### src/rtl/reg_file_pkg.sv
// Shared types and defaults for the register-file command front-end.
// Holds FSM encoding and the command packing order {write, addr, data}.
package reg_file_pkg;

  localparam int ADDR_W_DEF = 3;
  localparam int DATA_W_DEF = 16;

  typedef enum logic [2:0] {
    S_IDLE  = 3'd0,
    S_WRITE = 3'd1,
    S_READ  = 3'd2,
    S_CAPT  = 3'd3,
    S_RESP  = 3'd4
  } state_t;

  typedef struct packed {
    logic                  write;
    logic [ADDR_W_DEF-1:0] addr;
    logic [DATA_W_DEF-1:0] data;
  } cmd_t;

endpackage

### src/rtl/cmd_fifo.sv
// Synchronous command FIFO with full/empty flags.
// Head entry is presented combinationally on o_data.
module cmd_fifo #(
  parameter int WIDTH = 20,
  parameter int DEPTH = 4
) (
  input  logic             CLK,
  input  logic             RST,
  input  logic             i_push,
  input  logic [WIDTH-1:0] i_data,
  input  logic             i_pop,
  output logic [WIDTH-1:0] o_data,
  output logic             o_full,
  output logic             o_empty
);

  localparam int PW = $clog2(DEPTH);

  logic [PW-1:0]    r_wptr;
  logic [PW-1:0]    r_rptr;
  logic [PW:0]      r_cnt;
  logic [WIDTH-1:0] r_mem [DEPTH];
  logic             w_do_push;
  logic             w_do_pop;

  assign o_full    = (r_cnt == (PW+1)'(DEPTH));
  assign o_empty   = (r_cnt == '0);
  assign o_data    = r_mem[r_rptr];
  assign w_do_push = i_push && !o_full;
  assign w_do_pop  = i_pop && !o_empty;

  always_ff @(posedge CLK) begin
    if (w_do_push) r_mem[r_wptr] <= i_data;
  end

  // Pointers wrap naturally because DEPTH is a power of two
  always_ff @(posedge CLK) begin
    if (RST) begin
      r_wptr <= '0;
      r_rptr <= '0;
      r_cnt  <= '0;
    end else begin
      if (w_do_push) r_wptr <= r_wptr + 1'b1;
      if (w_do_pop)  r_rptr <= r_rptr + 1'b1;
      case ({w_do_push, w_do_pop})
        2'b10:   r_cnt <= r_cnt + 1'b1;
        2'b01:   r_cnt <= r_cnt - 1'b1;
        default: r_cnt <= r_cnt;
      endcase
    end
  end

endmodule

### src/rtl/reg_file_cmd_ctrl.sv
// Command front-end: buffers commands, sequences register-file pins,
// and returns read data over a valid/ready response channel.
module reg_file_cmd_ctrl
  import reg_file_pkg::*;
#(
  parameter int ADDR_WIDTH = ADDR_W_DEF,
  parameter int DATA_WIDTH = DATA_W_DEF,
  parameter int FIFO_DEPTH = 4
) (
  input  logic                  CLK,
  input  logic                  RST,
  input  logic                  Cmd_Valid,
  output logic                  Cmd_Ready,
  input  logic                  Cmd_Write,
  input  logic [ADDR_WIDTH-1:0] Cmd_Addr,
  input  logic [DATA_WIDTH-1:0] Cmd_WrData,
  output logic                  WrEn,
  output logic                  RdEn,
  output logic [ADDR_WIDTH-1:0] Address,
  output logic [DATA_WIDTH-1:0] WrData,
  input  logic [DATA_WIDTH-1:0] RdData,
  output logic                  Rsp_Valid,
  input  logic                  Rsp_Ready,
  output logic [DATA_WIDTH-1:0] Rsp_Data,
  output logic [ADDR_WIDTH-1:0] Rsp_Addr
);

  localparam int CW = 1 + ADDR_WIDTH + DATA_WIDTH;

  logic [CW-1:0]         w_head;
  logic                  w_full;
  logic                  w_empty;
  logic                  w_push;
  logic                  w_pop;
  logic                  w_hd_write;
  logic [ADDR_WIDTH-1:0] w_hd_addr;
  logic [DATA_WIDTH-1:0] w_hd_data;

  state_t                r_state;
  state_t                w_nxt_state;
  logic                  r_wren;
  logic                  r_rden;
  logic [ADDR_WIDTH-1:0] r_addr;
  logic [DATA_WIDTH-1:0] r_wdata;
  logic                  r_rsp_valid;
  logic [DATA_WIDTH-1:0] r_rsp_data;
  logic [ADDR_WIDTH-1:0] r_rsp_addr;
  logic                  w_nxt_wren;
  logic                  w_nxt_rden;
  logic [ADDR_WIDTH-1:0] w_nxt_addr;
  logic [DATA_WIDTH-1:0] w_nxt_wdata;
  logic                  w_nxt_rsp_valid;
  logic [DATA_WIDTH-1:0] w_nxt_rsp_data;
  logic [ADDR_WIDTH-1:0] w_nxt_rsp_addr;

  assign Cmd_Ready  = !w_full && !RST;
  assign w_push     = Cmd_Valid && Cmd_Ready;
  assign w_pop      = (r_state == S_IDLE) && !w_empty;
  assign w_hd_write = w_head[CW-1];
  assign w_hd_addr  = w_head[DATA_WIDTH +: ADDR_WIDTH];
  assign w_hd_data  = w_head[DATA_WIDTH-1:0];

  cmd_fifo #(
    .WIDTH (CW),
    .DEPTH (FIFO_DEPTH)
  ) u_cmd_fifo (
    .CLK     (CLK),
    .RST     (RST),
    .i_push  (w_push),
    .i_data  ({Cmd_Write, Cmd_Addr, Cmd_WrData}),
    .i_pop   (w_pop),
    .o_data  (w_head),
    .o_full  (w_full),
    .o_empty (w_empty)
  );

  always_comb begin
    w_nxt_state     = r_state;
    w_nxt_wren      = 1'b0;
    w_nxt_rden      = 1'b0;
    w_nxt_addr      = r_addr;
    w_nxt_wdata     = r_wdata;
    w_nxt_rsp_valid = r_rsp_valid;
    w_nxt_rsp_data  = r_rsp_data;
    w_nxt_rsp_addr  = r_rsp_addr;
    unique case (r_state)
      S_IDLE: begin
        if (w_pop) begin
          w_nxt_addr = w_hd_addr;
          if (w_hd_write) begin
            w_nxt_wdata = w_hd_data;
            w_nxt_wren  = 1'b1;
            w_nxt_state = S_WRITE;
          end else begin
            w_nxt_rden  = 1'b1;
            w_nxt_state = S_READ;
          end
        end
      end
      S_WRITE: w_nxt_state = S_IDLE;
      S_READ:  w_nxt_state = S_CAPT;
      // Register file output is valid the cycle after RdEn
      S_CAPT: begin
        w_nxt_rsp_data  = RdData;
        w_nxt_rsp_addr  = r_addr;
        w_nxt_rsp_valid = 1'b1;
        w_nxt_state     = S_RESP;
      end
      S_RESP: begin
        if (Rsp_Ready) begin
          w_nxt_rsp_valid = 1'b0;
          w_nxt_state     = S_IDLE;
        end
      end
      default: w_nxt_state = S_IDLE;
    endcase
  end

  always_ff @(posedge CLK) begin
    if (RST) begin
      r_state     <= S_IDLE;
      r_wren      <= 1'b0;
      r_rden      <= 1'b0;
      r_addr      <= '0;
      r_wdata     <= '0;
      r_rsp_valid <= 1'b0;
      r_rsp_data  <= '0;
      r_rsp_addr  <= '0;
    end else begin
      r_state     <= w_nxt_state;
      r_wren      <= w_nxt_wren;
      r_rden      <= w_nxt_rden;
      r_addr      <= w_nxt_addr;
      r_wdata     <= w_nxt_wdata;
      r_rsp_valid <= w_nxt_rsp_valid;
      r_rsp_data  <= w_nxt_rsp_data;
      r_rsp_addr  <= w_nxt_rsp_addr;
    end
  end

  assign WrEn      = r_wren;
  assign RdEn      = r_rden;
  assign Address   = r_addr;
  assign WrData    = r_wdata;
  assign Rsp_Valid = r_rsp_valid;
  assign Rsp_Data  = r_rsp_data;
  assign Rsp_Addr  = r_rsp_addr;

endmodule

### config.mk
export PLATFORM = sky130hd
export DESIGN_NAME = reg_file_cmd_ctrl
export DESIGN_NICKNAME = d
export VERILOG_FILES = /design/src/rtl/reg_file_pkg.sv /design/src/rtl/cmd_fifo.sv /design/src/rtl/reg_file_cmd_ctrl.sv
export SDC_FILE = /design/constraint.sdc
export NUM_CORES = 1
export LEC_CHECK = 0
export CORE_MARGIN = 3
export CORE_UTILIZATION = 50
export CTS_CLUSTER_SIZE = 30
export DETAILED_ROUTE_END_ITERATION = 12
export GPL_TIMING_DRIVEN = 1
export PLACE_DENSITY = 0.75
export SLEW_MARGIN = 20
export SYNTH_ARGS = -nofsm -noshare
export SYNTH_HDL_FRONTEND = slang
export SYNTH_HIERARCHICAL = 1
export SYNTH_SLANG_ARGS = --single-unit
### constraint.sdc
create_clock -name CLK -period 4.3 [get_ports CLK]
set_clock_uncertainty 0.15 [all_clocks]
set_input_delay 0.43 -clock CLK [delete_from_list [all_inputs] [get_ports CLK]]
set_output_delay 0.43 -clock CLK [all_outputs]
set_load 0.1 [all_outputs]
# Yosys cells after proc, flatten, opt, wreduce, memory -nomap -nowiden
# Memory sizes are Yosys's and may differ from the RTL's. A register that Yosys moved wholly into a read port is not among the register bits.
# Index checks and enable logic that the tools add are counted.
[totals]
output_inout_bits = 42
in_bits = 40
reg_bits = 51
ramBits = 80
word_cells = 56
memories = 1
[classes]
n_bitwise = 2
add_sub_neg = 4
mux = 13
n_eq_ne = 8
n_reduce_logical = 17
[mem_list]
columns = ["memory", "depth", "width", "read_ports", "rd_ports_with_merged_regs", "wr", "line", "source"]
rows = [
  ["u_cmd_fifo.r_mem", 4, 20, 1, 1, 1, "cmd_fifo.sv:22", "logic [WIDTH-1:0] r_mem [DEPTH];"],
]
[ops]
columns = ["operator", "count"]
rows = [
  ["3-bit one-hot mux with 4 select lines", 1],
  ["3-bit by 2-bit equality test with 1-bit output, second input constant", 2],
  ["3-bit equality test, second input constant", 2],
  ["3-bit logical NOT", 2],
  ["2-bit 2-to-1 mux", 3],
  ["3-bit 2-to-1 mux", 2],
  ["3-bit one-hot mux with 2 select lines", 1],
  ["2-bit AND reduction", 3],
  ["1-bit logical AND", 5],
  ["1-bit 2-to-1 mux", 5],
  ["2-bit by 1-bit adder with 2-bit output, second input constant", 2],
  ["2-bit nonzero test", 2],
  ["3-bit by 1-bit adder with 3-bit output, second input constant", 1],
  ["1-bit logical NOT", 3],
  ["3-bit AND reduction", 1],
  ["3-bit OR reduction", 1],
  ["3-bit by 1-bit subtractor with 3-bit output, second input constant", 1],
  ["2-bit by 1-bit equality test with 1-bit output, second input constant", 1],
  ["2-bit equality test, second input constant", 1],
  ["2-bit by 1-bit != test with 1-bit output, second input constant", 1],
  ["2-bit != test, second input constant", 1],
  ["1-bit NOT", 2],
  ["1-bit one-hot mux with 2 select lines", 1],
]

# Longest topological paths before layout
[logic_depth]
depth_word = 7
mapped_depth = 12

# Modules after synthesis
# Netlist, hierarchy kept.
[modules_own_cells]
columns = ["mod", "area_each_um2", "cells_each", "instances", "seq_area_each_um2"]
rows = [
  ["cmd_fifo", 3362.0, 158, 1, 2582.5],
  ["reg_file_cmd_ctrl", 1800.5, 196, 1, 880.8],
]

# Least setup slack after synthesis
# OpenSTA, ideal clock, no wires.
[synth_timing]
path_type = "input-to-reg"
start = "in RST"
end = "reg u_cmd_fifo.r_cnt[2]"
setup_time_ns = 0.070
path_slack_ns = 0.640
arrival_time_ns = 3.440
required_ns = 4.080
cell_stages = 12
path_buffers = 1
path_cell_list = "clkbuf_1 > nor2_1 > and2_1 > inv_1 > nor2_1 > inv_1 > ha_1 > inv_1 > fa_1 > xor2_1 > or3_1 > a21oi_1"
[synth_between]
elab_chain_cells = 6
elab_cells_between_ends = 8
cone_classes = "2 x eq/ne; 1 x mux; 5 x reduce/logical"
[synth_rtl]
columns = ["element", "line", "source"]
rows = [
  ["start: declaration", "reg_file_cmd_ctrl.sv:11", "input logic RST,"],
  ["1-bit logical NOT *", "reg_file_cmd_ctrl.sv:56", "assign Cmd_Ready = !w_full && !RST;"],
  ["1-bit logical AND *", "reg_file_cmd_ctrl.sv:56", ""],
  ["net Cmd_Ready", "reg_file_cmd_ctrl.sv:13", "output logic Cmd_Ready,"],
  ["1-bit logical AND *", "reg_file_cmd_ctrl.sv:57", "assign w_push = Cmd_Valid && Cmd_Ready;"],
  ["net w_push", "reg_file_cmd_ctrl.sv:33", "logic w_push;"],
  ["1-bit logical AND *", "cmd_fifo.sv:29", "assign w_do_push = i_push && !o_full;"],
  ["2-bit by 1-bit equality test with 1-bit output or 2-bit equality test (tied branches)", "cmd_fifo.sv:45", "case ({w_do_push, w_do_pop})"],
  ["3-bit one-hot mux with 2 select lines or 2-bit nonzero test (tied branches)", "-", ""],
  ["end signal: assignment", "cmd_fifo.sv:46", "2'b10: r_cnt <= r_cnt + 1'b1;"],
  ["end signal: assignment", "cmd_fifo.sv:47", "2'b01: r_cnt <= r_cnt - 1'b1;"],
  ["end signal: assignment", "cmd_fifo.sv:48", "default: r_cnt <= r_cnt;"],
  ["end: declaration", "cmd_fifo.sv:21", "logic [PW:0] r_cnt;"],
]
# The timed path passes the listed nets; every way through them passes the cells marked *.
# A chain may end at the register's enable or synchronous reset.

# Worst setup path in the final report
[layout_timing]
start = "reg u_cmd_fifo.r_cnt[0]"
end = "out Cmd_Ready"
[layout_between]
elab_chain_cells = 3
[layout_rtl]
columns = ["element", "line", "source"]
rows = [
  ["3-bit equality test", "cmd_fifo.sv:26", "assign o_full = (r_cnt == (PW+1)'(DEPTH));"],
  ["net w_full", "reg_file_cmd_ctrl.sv:31", "logic w_full;"],
  ["1-bit logical NOT", "reg_file_cmd_ctrl.sv:56", ""],
  ["1-bit logical AND", "reg_file_cmd_ctrl.sv:56", ""],
  ["end: declaration", "reg_file_cmd_ctrl.sv:13", ""],
]
# The timed path passes the listed nets, and every way through them passes these cells.

==> results.md <==
- Sequential share of the synthesized area: 0.671
- Fillers: 705
- Die height: 108 um
- Period utilization: 0.676
- Die X-Extent: 108 um
- Hold EP: Rsp_Data[2]
- Async SR Flop Fraction: 0
- Initial Util: 0.521
- Routed length on met1: 4020 um
- I/O Buffers: 81
- DP HPWL: 5640 um
- DR vias: 3008
- Post-CTS setup buffer count: 0
- DR vias/cell: 5.16
- Leakage: 2.19 nW
- YS warnings: 6
- Die area: 0.0116 mm2
- HP Start: Rsp_Data[2]
- Number of global-route vias before repair: 3005
- Post-layout min period: 2910 ps
- Cts hold-fix bufs: 0
- Worst hold path type: reg -> reg
- Critical path class: reg -> out
- Largest net degree at the start of global routing: 69
- Top cells by area, synth: edfxtp_1 47%, dfxtp_1 21%, mux4_2 8.7%, nand2b_1 4.1%, mux2i_1 3.9%
- Clk sinks: 133
- Gr ovfl total: 0
- Setup slack, reg-to-reg: 1630 ps
- Top sig layer: met4
- Antenna Cells: 0
- Post-synth EDFFs: 80
- Routability cong.: 0.743
- Max Slew Vio Count: 0
- 1st-iter DRT viols: 247
- Synth Cell Area: 0.00516 mm2
- Main synth FF type: edfxtp_1
- Synth unique cells: 36
- Slew HR: 0.302
- Setup WS pre-CTS: 1480 ps
- Reg-to-reg critical path endpoint: u_cmd_fifo/r_cnt[2]
- R2R Path Start: r_state[0]
- Met2 routed WL: 4840 um
- Core Rows: 36
- Tot GR Track Use: 0.178
- Endpoints failing setup: 0
- CTS Root Cell: clkbuf_8
- Synth cell count leaders: 80 x edfxtp_1, 53 x dfxtp_1, 40 x nand2_1, 34 x nand2b_1, 26 x a21oi_1
- Nets: 483
- WP data required: 3720 ps
- Kind of end point of the critical path: primary output
- CTS resizes: 0
- Slowest cell delay on critical path: 1140 ps
- Area leader, netlist: edfxtp_1
- WL met3: 502 um
- Post-synthesis cell count: 354
- Setup TNS: 0 ps
- R2R depth: 9
- Final antenna-violating net count: 0
- RSZ-0062 raised after global routing: no
- Syn Area/Cell: 14.6 um2
- H-Tree Depth: 4
- Fin worst setup slack: 1390 ps
- TritonCTS clock tree: yes
- Num CTS Buffers: 17
- Yosys top cell area share: 0.465
- Layout cells sized above 1: 0.140
- Core box area: 0.00991 mm2
- CP max FO: 5
- Total power density per cell area: 557 mW/mm2
- Clock buffer depth: 2
- Max rail drop VDD: 0.332 mV
- Clock-pin slew on the worst setup and hold paths: 60 ps
- DR WL/cell: 16.4 um
- Top-count cell post-synth: edfxtp_1
- Worst setup SP type: flop
- Synthesized flop and latch total: 133
- Antenna violations before repair: 0
- Hold Crit Depth: 2
- WL final: 9550 um
- Fmax: 344 MHz
- Final Hold Fails: 0
- Worst path slowest cell: clkdlybuf4s50_1
- Ports: 82
- Syn Nets: 400
- Status: completed
- Area added between synthesis and finish: 28.8%
- First-pass GRT wire length: 15400 um
- Pre-antenna DRT Iters: 4
- Worst slew pin tran: 1050 ps
- Max cap viols: 0
- Clock latency on the worst-skew pair: 510 ps
- DRC: 0
- Critical-path cell list: nor3b_2, nor2_1, clkdlybuf4s50_1
- WP data arrival: 2330 ps
==> metrics by stage <==
step                utilization  cells  cell area [um2]  power (mW)  hold WS [ps]
finish                    0.671    583             6650        3.70           303
global route              0.671    583             6650        3.84           314
CTS                       0.671    583             6650        3.74           295
detailed placement        0.609    551             6030        2.24           296
global placement          0.609    551             6030        2.23           291
floorplan                     -    354             5160        2.09           309
==> cell families after synthesis <==
logic type	Yosys count	synth area share
DFF	133	0.671
muxes	40	0.126
adders and majority gates	6	0.0160
AOI/OAI and AO/OA	34	0.0361
and+or+nand+nor	109	0.115
buffers and inverters	29	0.0310
xor gates and xnor gates	3	0.00509
==> power breakdown <==
group          total (mW)  leakage [nW]  internal, mW  switching, mW
clock                1.49         0.293         0.949          0.538
combinational       0.724         0.739         0.238          0.486
sequential           1.49          1.16          1.43         0.0621
total                3.70          2.19          2.62           1.09
==> layer usage <==
layer,up-vias,global-route usage
met2,85,0.291
li1,1444,-
met1,1460,0.222
met3,19,0.0492
met5,-,0
met4,0,0.0775
==> critical path: cells and delay by family (launching register included) <==
kind	cells	cell delay, ps
buffers and inverters	1	1140
DFF	1	450
and+or+nand+nor	2	220
==> state kept, by name, indices dropped and copies added, names as in the netlist, named ones only <==
name,cells
Rsp_Addr,3
Rsp_Valid,1
RdEn,1
r_state,3
u_cmd_fifo/r_mem,80
Rsp_Data,16
Address,3
WrData,16
u_cmd_fifo/r_wptr,2
u_cmd_fifo/r_cnt,3
u_cmd_fifo/r_rptr,2
WrEn,1
==> cells in the final DEF, fill, tap and decap left out, types with 4 or more instances in the layout <==
master,synthesis,layout
and2_1,6,6
dfxtp_1,53,53
a21oi_1,26,26
nand2_1,40,40
mux4_2,20,20
clkbuf_16,0,16
inv_6,0,4
edfxtp_1,80,80
clkdlybuf4s50_1,0,80
nand2b_1,34,34
nor2_1,12,12
ha_1,5,5
bufinv_16,0,4
inv_1,9,9
mux2i_1,20,20
==> how the worst max path moves through the flow <==
stage                         from                      to  slack (ps)
2_1_floorplan                  RST     u_cmd_fifo/r_cnt[2]         640
3_3_place_gp             Cmd_Valid  u_cmd_fifo/r_mem[3][9]        1550
3_5_place_dp             Cmd_Valid  u_cmd_fifo/r_mem[2][9]        1480
4_1_cts        u_cmd_fifo/r_cnt[0]               Cmd_Ready        1370
5_1_grt        u_cmd_fifo/r_cnt[0]               Cmd_Ready        1260
6_report       u_cmd_fifo/r_cnt[0]               Cmd_Ready        1390
==> final cells by class <==
| type | count | area [um2] | share of cell area |
|---|---|---|---|
| flip-flops and latches | 133 | 3460 | 0.521 |
| multi-input cells | 192 | 1540 | 0.232 |
| repair buffers | 84 | 828 | 0.125 |
| clock buffers | 18 | 418 | 0.0628 |
| clock inverters | 14 | 200 | 0.0301 |
| well taps | 133 | 166 | 0.0250 |
| inverters | 9 | 33.8 | 0.00508 |
Power figures use the tool's default switching activity.
